[src/rtl/rvsteel_bus_arbiter_pkg.sv]
`default_nettype none
// ============================================================================
// Module      : rvsteel_bus_arbiter_defines (package)
// Description : Shared constants for the system-bus arbiter: bus widths,
//               arbiter state encoding and transaction type encoding.
// Revision    : 1.0 - initial release
// ============================================================================
package rvsteel_bus_arbiter_defines;

    localparam int c_ADDR_WIDTH = 32;
    localparam int c_DATA_WIDTH = 32;
    localparam int c_STRB_WIDTH = 4;

    localparam logic [1:0] c_STATE_IDLE  = 2'd0;
    localparam logic [1:0] c_STATE_ISSUE = 2'd1;
    localparam logic [1:0] c_STATE_WAIT  = 2'd2;

    typedef enum logic [1:0] {
        S_IDLE  = c_STATE_IDLE,
        S_ISSUE = c_STATE_ISSUE,
        S_WAIT  = c_STATE_WAIT
    } state_t;

    localparam logic c_TYPE_READ  = 1'b0;
    localparam logic c_TYPE_WRITE = 1'b1;

endpackage
`default_nettype wire

[src/rtl/rvsteel_rr_picker.sv]
`default_nettype none
// ============================================================================
// Module      : rvsteel_rr_picker
// Description : Combinational round-robin picker. Selects the first set
//               request at index >= i_ptr, wrapping modulo NUM_REQ.
// Revision    : 1.0 - initial release
// ============================================================================
module rvsteel_rr_picker #(
    parameter int NUM_REQ   = 2,
    parameter int IDX_WIDTH = (NUM_REQ > 1) ? $clog2(NUM_REQ) : 1
) (
    input  logic [NUM_REQ-1:0]   i_request,
    input  logic [IDX_WIDTH-1:0] i_ptr,
    output logic [NUM_REQ-1:0]   o_winner,
    output logic [IDX_WIDTH-1:0] o_winner_idx,
    output logic                 o_valid
);

    logic [IDX_WIDTH-1:0] w_idx;

    // Scan from the pointer upward; the first hit wins
    always_comb begin
        o_winner     = '0;
        o_winner_idx = '0;
        o_valid      = 1'b0;
        w_idx        = '0;
        for (int k = 0; k < NUM_REQ; k++) begin
            w_idx = IDX_WIDTH'((int'(i_ptr) + k) % NUM_REQ);
            if (!o_valid && i_request[w_idx]) begin
                o_valid         = 1'b1;
                o_winner[w_idx] = 1'b1;
                o_winner_idx    = w_idx;
            end
        end
    end

endmodule
`default_nettype wire

[src/rtl/rvsteel_bus_arbiter.sv]
`default_nettype none
// ============================================================================
// Module      : rvsteel_bus_arbiter
// Description : Round-robin arbiter sharing one bus manager port between
//               NUM_MANAGERS requesters, one transaction at a time, with an
//               optional timeout that force-completes unanswered accesses.
// Revision    : 1.0 - initial release
// ============================================================================
module rvsteel_bus_arbiter
    import rvsteel_bus_arbiter_defines::*;
#(
    parameter int NUM_MANAGERS   = 2,
    parameter int TIMEOUT_CYCLES = 255
) (
    input  logic                                clock,
    input  logic                                reset,
    input  logic [NUM_MANAGERS*c_ADDR_WIDTH-1:0] mgr_rw_address,
    input  logic [NUM_MANAGERS-1:0]              mgr_read_request,
    output logic [NUM_MANAGERS*c_DATA_WIDTH-1:0] mgr_read_data,
    output logic [NUM_MANAGERS-1:0]              mgr_read_response,
    input  logic [NUM_MANAGERS*c_DATA_WIDTH-1:0] mgr_write_data,
    input  logic [NUM_MANAGERS*c_STRB_WIDTH-1:0] mgr_write_strobe,
    input  logic [NUM_MANAGERS-1:0]              mgr_write_request,
    output logic [NUM_MANAGERS-1:0]              mgr_write_response,
    output logic [c_ADDR_WIDTH-1:0]              bus_rw_address,
    input  logic [c_DATA_WIDTH-1:0]              bus_read_data,
    output logic                                 bus_read_request,
    input  logic                                 bus_read_response,
    output logic [c_DATA_WIDTH-1:0]              bus_write_data,
    output logic [c_STRB_WIDTH-1:0]              bus_write_strobe,
    output logic                                 bus_write_request,
    input  logic                                 bus_write_response,
    output logic [NUM_MANAGERS-1:0]              grant,
    output logic                                 bus_timeout
);

    localparam int c_IDX_W = $clog2(NUM_MANAGERS);
    localparam int c_CNT_W = (TIMEOUT_CYCLES > 0) ? $clog2(TIMEOUT_CYCLES + 1) : 1;
    localparam logic [c_CNT_W-1:0] c_CNT_MAX = c_CNT_W'(TIMEOUT_CYCLES);

    state_t                  r_state, w_state_next;
    logic [NUM_MANAGERS-1:0] r_grant, w_grant_next;
    logic [c_IDX_W-1:0]      r_grant_idx, w_idx_next;
    logic [c_IDX_W-1:0]      r_ptr, w_ptr_next;
    logic                    r_type, w_type_next;
    logic [c_CNT_W-1:0]      r_count, w_count_next;

    logic [NUM_MANAGERS-1:0] w_pick_onehot;
    logic [c_IDX_W-1:0]      w_pick_idx;
    logic                    w_pick_valid;
    logic                    w_resp_match;
    logic                    w_timeout_hit;
    logic                    w_done;
    logic                    w_timeout;
    logic [c_ADDR_WIDTH-1:0] w_addr;
    logic [c_DATA_WIDTH-1:0] w_wdata;
    logic [c_STRB_WIDTH-1:0] w_wstrb;

    rvsteel_rr_picker #(
        .NUM_REQ   (NUM_MANAGERS),
        .IDX_WIDTH (c_IDX_W)
    ) u_picker (
        .i_request    (mgr_read_request | mgr_write_request),
        .i_ptr        (r_ptr),
        .o_winner     (w_pick_onehot),
        .o_winner_idx (w_pick_idx),
        .o_valid      (w_pick_valid)
    );

    // State register; reset abandons any in-flight transaction silently
    always_ff @(posedge clock or posedge reset) begin
        if (reset) begin
            r_state     <= S_IDLE;
            r_grant     <= '0;
            r_grant_idx <= '0;
            r_ptr       <= '0;
            r_type      <= c_TYPE_READ;
            r_count     <= '0;
        end else begin
            r_state     <= w_state_next;
            r_grant     <= w_grant_next;
            r_grant_idx <= w_idx_next;
            r_ptr       <= w_ptr_next;
            r_type      <= w_type_next;
            r_count     <= w_count_next;
        end
    end

    // Next-state logic: arbitrate in IDLE, complete on response or timeout
    always_comb begin
        w_state_next = r_state;
        w_grant_next = r_grant;
        w_idx_next   = r_grant_idx;
        w_ptr_next   = r_ptr;
        w_type_next  = r_type;
        w_count_next = r_count;
        w_done       = 1'b0;
        w_timeout    = 1'b0;

        // Only a response of the recorded type counts
        w_resp_match  = (r_type == c_TYPE_WRITE) ? bus_write_response : bus_read_response;
        w_timeout_hit = (TIMEOUT_CYCLES != 0) && (r_count == c_CNT_MAX);

        case (r_state)
            S_IDLE: begin
                if (w_pick_valid) begin
                    w_state_next = S_ISSUE;
                    w_grant_next = w_pick_onehot;
                    w_idx_next   = w_pick_idx;
                    // Write takes precedence when a manager raises both
                    w_type_next  = (|(mgr_write_request & w_pick_onehot)) ? c_TYPE_WRITE
                                                                         : c_TYPE_READ;
                end
            end
            S_ISSUE: begin
                if (w_resp_match) begin
                    w_done = 1'b1;
                end else begin
                    w_state_next = S_WAIT;
                end
            end
            S_WAIT: begin
                if (w_resp_match) begin
                    w_done = 1'b1;
                end else if (w_timeout_hit) begin
                    w_done    = 1'b1;
                    w_timeout = 1'b1;
                end else if (r_count != c_CNT_MAX) begin
                    w_count_next = r_count + c_CNT_W'(1);
                end
            end
            default: begin
                w_state_next = S_IDLE;
            end
        endcase

        if (w_done) begin
            w_state_next = S_IDLE;
            w_grant_next = '0;
            w_count_next = '0;
            w_ptr_next   = (r_grant_idx == c_IDX_W'(NUM_MANAGERS - 1)) ? '0
                                                                       : r_grant_idx + c_IDX_W'(1);
        end
    end

    // Bus-side mux from the granted manager; one-hot grant gives 0 in IDLE
    always_comb begin
        w_addr  = '0;
        w_wdata = '0;
        w_wstrb = '0;
        for (int i = 0; i < NUM_MANAGERS; i++) begin
            if (r_grant[i]) begin
                w_addr  = w_addr  | mgr_rw_address[i*c_ADDR_WIDTH +: c_ADDR_WIDTH];
                w_wdata = w_wdata | mgr_write_data[i*c_DATA_WIDTH +: c_DATA_WIDTH];
                w_wstrb = w_wstrb | mgr_write_strobe[i*c_STRB_WIDTH +: c_STRB_WIDTH];
            end
        end
    end

    assign bus_rw_address     = w_addr;
    assign bus_write_data     = w_wdata;
    assign bus_write_strobe   = w_wstrb;
    assign bus_read_request   = (r_state == S_ISSUE) && (r_type == c_TYPE_READ);
    assign bus_write_request  = (r_state == S_ISSUE) && (r_type == c_TYPE_WRITE);
    assign grant              = r_grant;
    assign bus_timeout        = w_timeout;
    assign mgr_read_response  = r_grant & {NUM_MANAGERS{w_done && (r_type == c_TYPE_READ)}};
    assign mgr_write_response = r_grant & {NUM_MANAGERS{w_done && (r_type == c_TYPE_WRITE)}};

    // Read data is broadcast, except the timed-out manager sees zero
    generate
        for (genvar i = 0; i < NUM_MANAGERS; i++) begin : g_rdata
            assign mgr_read_data[i*c_DATA_WIDTH +: c_DATA_WIDTH] =
                (w_timeout && r_grant[i]) ? '0 : bus_read_data;
        end
    endgenerate

endmodule
`default_nettype wire

[config.mk]
export PLATFORM = sky130hd
export DESIGN_NAME = rvsteel_bus_arbiter
export DESIGN_NICKNAME = d
export VERILOG_FILES = /design/src/rtl/rvsteel_bus_arbiter_pkg.sv /design/src/rtl/rvsteel_rr_picker.sv /design/src/rtl/rvsteel_bus_arbiter.sv
export SDC_FILE = /design/constraint.sdc
export NUM_CORES = 1
export LEC_CHECK = 0
export BUFFER_PORTS_ARGS = -buffer_cell sky130_fd_sc_hd__clkbuf_2
export CAP_MARGIN = 40
export CORE_AREA = 5 5 121 123
export CTS_BUF_LIST = sky130_fd_sc_hd__clkbuf_8
export DETAILED_ROUTE_END_ITERATION = 10
export DIE_AREA = 0 0 126 128
export PLACE_DENSITY_LB_ADDON = 0.25
export SLEW_MARGIN = 15
export SYNTH_ARGS = -nofsm -noshare
export SYNTH_HDL_FRONTEND = slang
export SYNTH_SLANG_ARGS = --single-unit
[constraint.sdc]
create_clock -name clock -period 2.4 [get_ports clock]
set_clock_uncertainty 0.05 [all_clocks]
set_input_delay 0.36 -clock clock [delete_from_list [all_inputs] [get_ports clock]]
set_output_delay 0.36 -clock clock [all_outputs]
set_load 0.01 [all_outputs]
==> results.sh, run 1 <==
export IMPL_status="finished, final reports clean"
export IMPL_holdCritPathClass="in -> async"
export IMPL_routabilityCongestion=0.912
export IMPL_path_class="reg -> out"
export IMPL_initial_utilization=0.151
export IMPL_nNetsFinal=742
export IMPL_port_buffers=316
export IMPL_drc=0
export IMPL_pwr_share_seq=0.144
export IMPL_clock_latency_ps=250
export IMPL_arrival_ps=1950
export IMPL_synth_largest_area_cell="a22o_1"
export IMPL_r2r_start="r_count[4]"
export IMPL_synth_area_leaders="a22o_1 (29%), and2_1 (20%), dfrtp_1 (18%)"
export IMPL_drive_above_1_share=0.614
export IMPL_cts_hold_buf=0
export IMPL_grt_pass1_vias=3101
export IMPL_die_area_mm2=0.0161
export IMPL_min_period_ps=2360
export IMPL_relSlewSlack=0.587
export IMPL_swShare=0.495
export IMPL_p_clk_frac=0.066
export IMPL_root_buffer="clkbuf_8"
export IMPL_gr_total_overflow=0
export IMPL_rr_worst_depth=5
export IMPL_synth_edf_count=0
export IMPL_ys_seq_elements=15
export IMPL_intPower_mw=1.60
export IMPL_clockBufferDepth=2
export IMPL_startpoint_type="flip-flop"
export IMPL_yosysSeqAreaShare=0.183
export IMPL_drt_total_wl_um=12100
export IMPL_drt_iter0_markers=161
export IMPL_hold_violations=0
export IMPL_async_flop_share=1.00
export IMPL_grt_usage=0.133
export IMPL_fin_util=0.289
export IMPL_worst_pin_slew_ps=619
export IMPL_dp_cells=733
export IMPL_period_share=0.985
export IMPL_syn_inst=252
export IMPL_critPathMaxFanout=32
export IMPL_synthTopCellsByCount="a22o_1 (68), and2_1 (65), clkbuf_1 (16), dfrtp_1 (15), nand2_1 (10)"
export IMPL_die_w_um=126
export IMPL_switchingPower_mw=1.57
export IMPL_synth_ff_type="dfrtp_1"
export IMPL_grt_antenna_before_repair=0
export IMPL_grt_pass1_wl_um=17300
export IMPL_slew_viol_final=0
export IMPL_diodes=0
export IMPL_leakage_nw=2.28
export IMPL_avgSynthCellArea_um2=8.12
export IMPL_io_pins=317
export IMPL_via_per_inst=4.36
export IMPL_rsz0062_at_grt="yes"
export IMPL_syn_to_final_growth_pct=91.4
export IMPL_core_mm2=0.0136
export IMPL_max_cap_violations=0
export IMPL_dr_pass1_iters=4
export IMPL_clk_pin_slew_ps=70
export IMPL_power_density_mw_per_mm2=808
export IMPL_synth_most_common_cell="a22o_1"
export IMPL_power_frac_comb=0.790
export IMPL_startpoint="r_type"
export IMPL_clock_fmax_ghz=0.423
export IMPL_syn_area_mm2=0.00205
export IMPL_rr_endpoint="r_state[0]"
export IMPL_final_cells=740
export IMPL_whs_ps=105
export IMPL_cts_tree="yes"
export IMPL_h_tree_depth=1
export IMPL_die_h_um=128
export IMPL_grt_max_degree=61
export IMPL_cts_buffers=3
export IMPL_finalSetupViolations=0
export IMPL_yosysTopAreaCellShare=0.291
export IMPL_vias=3229
export IMPL_synth_cell_types=40
export IMPL_peakVddDrop_mv=0.305
export IMPL_required_ps=1990
export IMPL_dpl_hpwl_um=10600
export IMPL_end_kind="output pin"
export IMPL_r2r_slack_ps=460
export IMPL_ys_warn_count=0
export IMPL_clock_sinks=15
export IMPL_syn_num_nets=433
export IMPL_rows=43
export IMPL_wire_per_inst_um=16.3
export IMPL_ant_nets=0
==> kinds of logic (layout without fill, tap and decap cells) <==
group	Yosys count	in the layout	synth area share
adder cells (fa/ha/maj)	5	5	0.0306
AND/OR/NAND/NOR	106	106	0.312
multiplexers	6	6	0.0385
buffers and inverters	31	339	0.0685
XOR/XNOR	2	2	0.00856
flip-flops	15	15	0.183
AO/OA/AOI/OAI	87	87	0.358
==> power groups by stage <==
stage	clock (mW)	combinational (mW)	sequential (mW)
6_report	0.209	2.50	0.455
5_1_grt	0.231	2.70	0.473
4_1_cts	0.218	2.52	0.463
3_5_place_dp	0	2.51	0.464
3_3_place_gp	0	2.50	0.462
2_1_floorplan	0	1.50	0.392
==> through the flow <==
| step | setup TNS, ps | cell area, um2 | worst slack (ps) | total power, mW |
|---|---|---|---|---|
| after floorplan | 0 | 2050 | 322 | 1.89 |
| final | 0 | 3920 | 36.9 | 3.17 |
| after CTS | 0 | 3890 | 20.9 | 3.20 |
| after detailed placement | 0 | 3840 | 229 | 2.98 |
| after global routing | -3210 | 3920 | -67.1 | 3.40 |
| after global placement | 0 | 3840 | 281 | 2.97 |
==> worst max-delay path by stage <==
stage                             end  slack [ps]  depth (start not counted)
CTS                 mgr_read_data[11]          20                          8
detailed placement  mgr_read_data[11]         230                          6
global placement    mgr_read_data[39]         280                          7
global route        mgr_read_data[56]         -70                          6
floorplan           mgr_read_data[10]         320                          7
finish              mgr_read_data[40]          40                          6
==> metal layers <==
metal	part of all wire	GRT usage	vias up
met4	0.0074	0.0208	0
li1	-	-	1547
met3	0.096	0.0367	8
met1	0.39	0.166	1474
met5	0	0	-
met2	0.50	0.233	200
==> state kept, by name (all words and copies together) (netlist names) <==
signal and flops:
r_type 1, grant 2, r_grant_idx 1, r_state 2
r_ptr 1, r_count 8
==> layout by cell type, fill, tap and decap left out, types with 2 or more instances in the layout <==
cell type	n
ha_1	5
a21oi_1	4
clkbuf_2	316
nor2_1	9
inv_1	6
and2_1	65
nor4_1	2
xor2_1	2
nand2_1	10
dfrtp_2	3
dfrtp_1	12
or3_1	2
and2b_1	2
buf_6	2
and3_1	4
o31ai_1	2
nand4_1	2
buf_12	2
and3b_1	2
nand3_1	2
o21ai_0	2
mux2i_1	3
a22o_1	68
clkbuf_8	3
o211ai_1	2
buf_4	9
==> repair_timing <==
action / CTS / global route
pin swaps: 1 / 2
endpoints found under the setup margin: 65 / 65
gates resized for setup: 4 / 0
setup buffers: 0 / 3
==> final cells by class <==
cell class	count	area, um2
clock buffer	3	41.3
clock inverter	1	5.00
fill	1478	9640
inverter	6	22.5
multi-input combinational	206	1530
sequential	15	379
tap	180	225
timing repair buffer	329	1710
==> critical path, cell delays in order, from the launching register on <==
cell      delay [ps]
dfrtp_2          430
mux2_4           340
nor4_4           340
nand2_1          110
buf_6            180
and2_1           170
clkbuf_2         120
(Power assumes the default switching activity.)
==> inputs of run 2 (changes only) <==
- SLEW_MARGIN: 15 -> 20
- clock period: 2.4 -> 2.5 ns (I/O delays scaled with it)
==> results.sh, run 2 (synthesis gave the netlist of run 1 again) <==
export IMPL_wire_per_inst_um=16.2
export IMPL_initial_utilization=0.151
export IMPL_grt_usage=0.130
export IMPL_crit_family="simple AND/OR/NAND/NOR gates"
export IMPL_cp_slowest_cell="dfrtp_2"
export IMPL_clockBufferDepth=2
export IMPL_required_ps=2080
export IMPL_peakVddDrop_mv=0.326
export IMPL_holdCritPathClass="in -> async"
export IMPL_power_density_mw_per_mm2=770
export IMPL_diodes=0
export IMPL_path_buf_inv=2
export IMPL_syn_to_final_growth_pct=90.8
export IMPL_die_w_um=126
export IMPL_leakage_nw=2.28
export IMPL_period_share=0.961
export IMPL_nNetsFinal=742
export IMPL_grt_pass1_wl_um=17100
export IMPL_path_cells="mux2_4, nor4_4, nand2_1, buf_6, and2_1, clkbuf_2"
export IMPL_largest_register="r_count"
export IMPL_clock_fmax_ghz=0.416
export IMPL_grt_antenna_before_repair=0
export IMPL_crit_end="mgr_read_data[39]"
export IMPL_cp_num_cells=6
export IMPL_clock_latency_ps=250
export IMPL_worst_pin_slew_ps=609
export IMPL_relSlewSlack=0.594
export IMPL_status="finished, final reports clean"
export IMPL_r2r_start="r_count[4]"
export IMPL_max_cap_violations=0
export IMPL_dr_pass1_iters=4
export IMPL_drt_iter0_markers=118
export IMPL_gr_total_overflow=0
export IMPL_via_per_inst=4.31
export IMPL_die_area_mm2=0.0161
export IMPL_h_tree_depth=1
export IMPL_cts_buffers=3
export IMPL_routabilityCongestion=0.915
export IMPL_grt_max_degree=61
export IMPL_die_h_um=128
export IMPL_mostFrequentLayoutCells="clkbuf_2 (316), a22o_1 (68), and2_1 (65)"
export IMPL_dp_cells=731
export IMPL_drive_above_1_share=0.614
export IMPL_finalSetupViolations=0
export IMPL_setup_tns_ps=0
export IMPL_startpoint="r_type"
export IMPL_dpl_hpwl_um=10500
export IMPL_path_class="reg -> out"
export IMPL_clock_sinks=15
export IMPL_ant_nets=0
export IMPL_port_buffers=316
export IMPL_rows=43
export IMPL_cts_tree="yes"
export IMPL_io_pins=317
export IMPL_drc=0
export IMPL_grt_pass1_vias=3103
export IMPL_end_kind="output pin"
export IMPL_final_cells=740
export IMPL_critPathMaxFanout=32
export IMPL_core_mm2=0.0136
export IMPL_worst_slack_ps=98.5
export IMPL_pre_cts_ws_ps=267
export IMPL_r2r_slack_ps=540
export IMPL_slew_viol_final=0
export IMPL_rr_endpoint="r_state[0]"
export IMPL_min_period_ps=2400
export IMPL_rr_worst_depth=5
export IMPL_drt_total_wl_um=12000
export IMPL_vias=3192
export IMPL_clk_pin_slew_ps=70
export IMPL_crit_path_max_incr_delay_ps=450
export IMPL_hold_violations=0
export IMPL_root_buffer="clkbuf_8"
export IMPL_startpoint_type="flip-flop"
export IMPL_cts_hold_buf=0
export IMPL_rsz0062_at_grt="no"
export IMPL_arrival_ps=1980
export IMPL_fin_total_pwr_mw=3.01
export IMPL_final_common_cell="clkbuf_2"
export IMPL_largest_reg_flops=8
run 2: cell counts in the layout (fill, tap and decap cells not counted):
No cell type changed its count.
run 2: final cells by class:
| type | count | area, um2 |
|---|---|---|
| clock buffers | 3 | 41.3 |
| clock inverters | 1 | 5.00 |
| fillers | 1473 | 9650 |
| inverters | 6 | 22.5 |
| multi-input cells | 206 | 1530 |
| flip-flops and latches | 15 | 379 |
| well taps | 180 | 225 |
| repair buffers | 329 | 1700 |
run 2: repair_timing:
action,4_1_cts,5_1_grt
pin swaps,0,3
resized for setup,1,3
buffers inserted,0,5
setup endpoints to repair,2,66
run 2: worst register-to-register path, delay by kind of cell, from the launching register on:
kind	cells	cell delay, ps
DFF	1	420
muxes	1	310
AOI/OAI and AO/OA	2	530
buffers and inverters	1	250
and+or+nand+nor	1	300
run 2: per-layer routing:
metal | GRT usage | routed length (um) | vias up
li1 | - | - | 1546
met1 | 0.162 | 4870 | 1476
met2 | 0.233 | 6020 | 166
met3 | 0.0333 | 1070 | 4
met4 | 0.0158 | 40 | 0
met5 | 0 | 0 | -
run 2: report_power, final:
part / total, mW / switching, mW / internal, mW
Clock: 0.202 / 0.0920 / 0.110
Sequential: 0.436 / 0.108 / 0.328
Combinational: 2.37 / 1.29 / 1.08
run 2: worst min-delay path by stage:
stage / to / from / depth (start not counted)
3_5_place_dp: r_count[3] / reset / 2
4_1_cts: r_count[3] / reset / 2
6_report: r_count[1] / reset / 2
2_1_floorplan: grant[0] / reset / 1
3_3_place_gp: r_count[3] / reset / 2
5_1_grt: r_count[2] / reset / 2
run 2: stage by stage:
step / util / hold WS [ps] / instance area [um2]
final: 0.288 / 119 / 3900
after global routing: 0.288 / 187 / 3900
after floorplan: - / 226 / 2050
after detailed placement: 0.281 / 405 / 3810
after global placement: 0.281 / 407 / 3810
after CTS: 0.285 / 143 / 3860
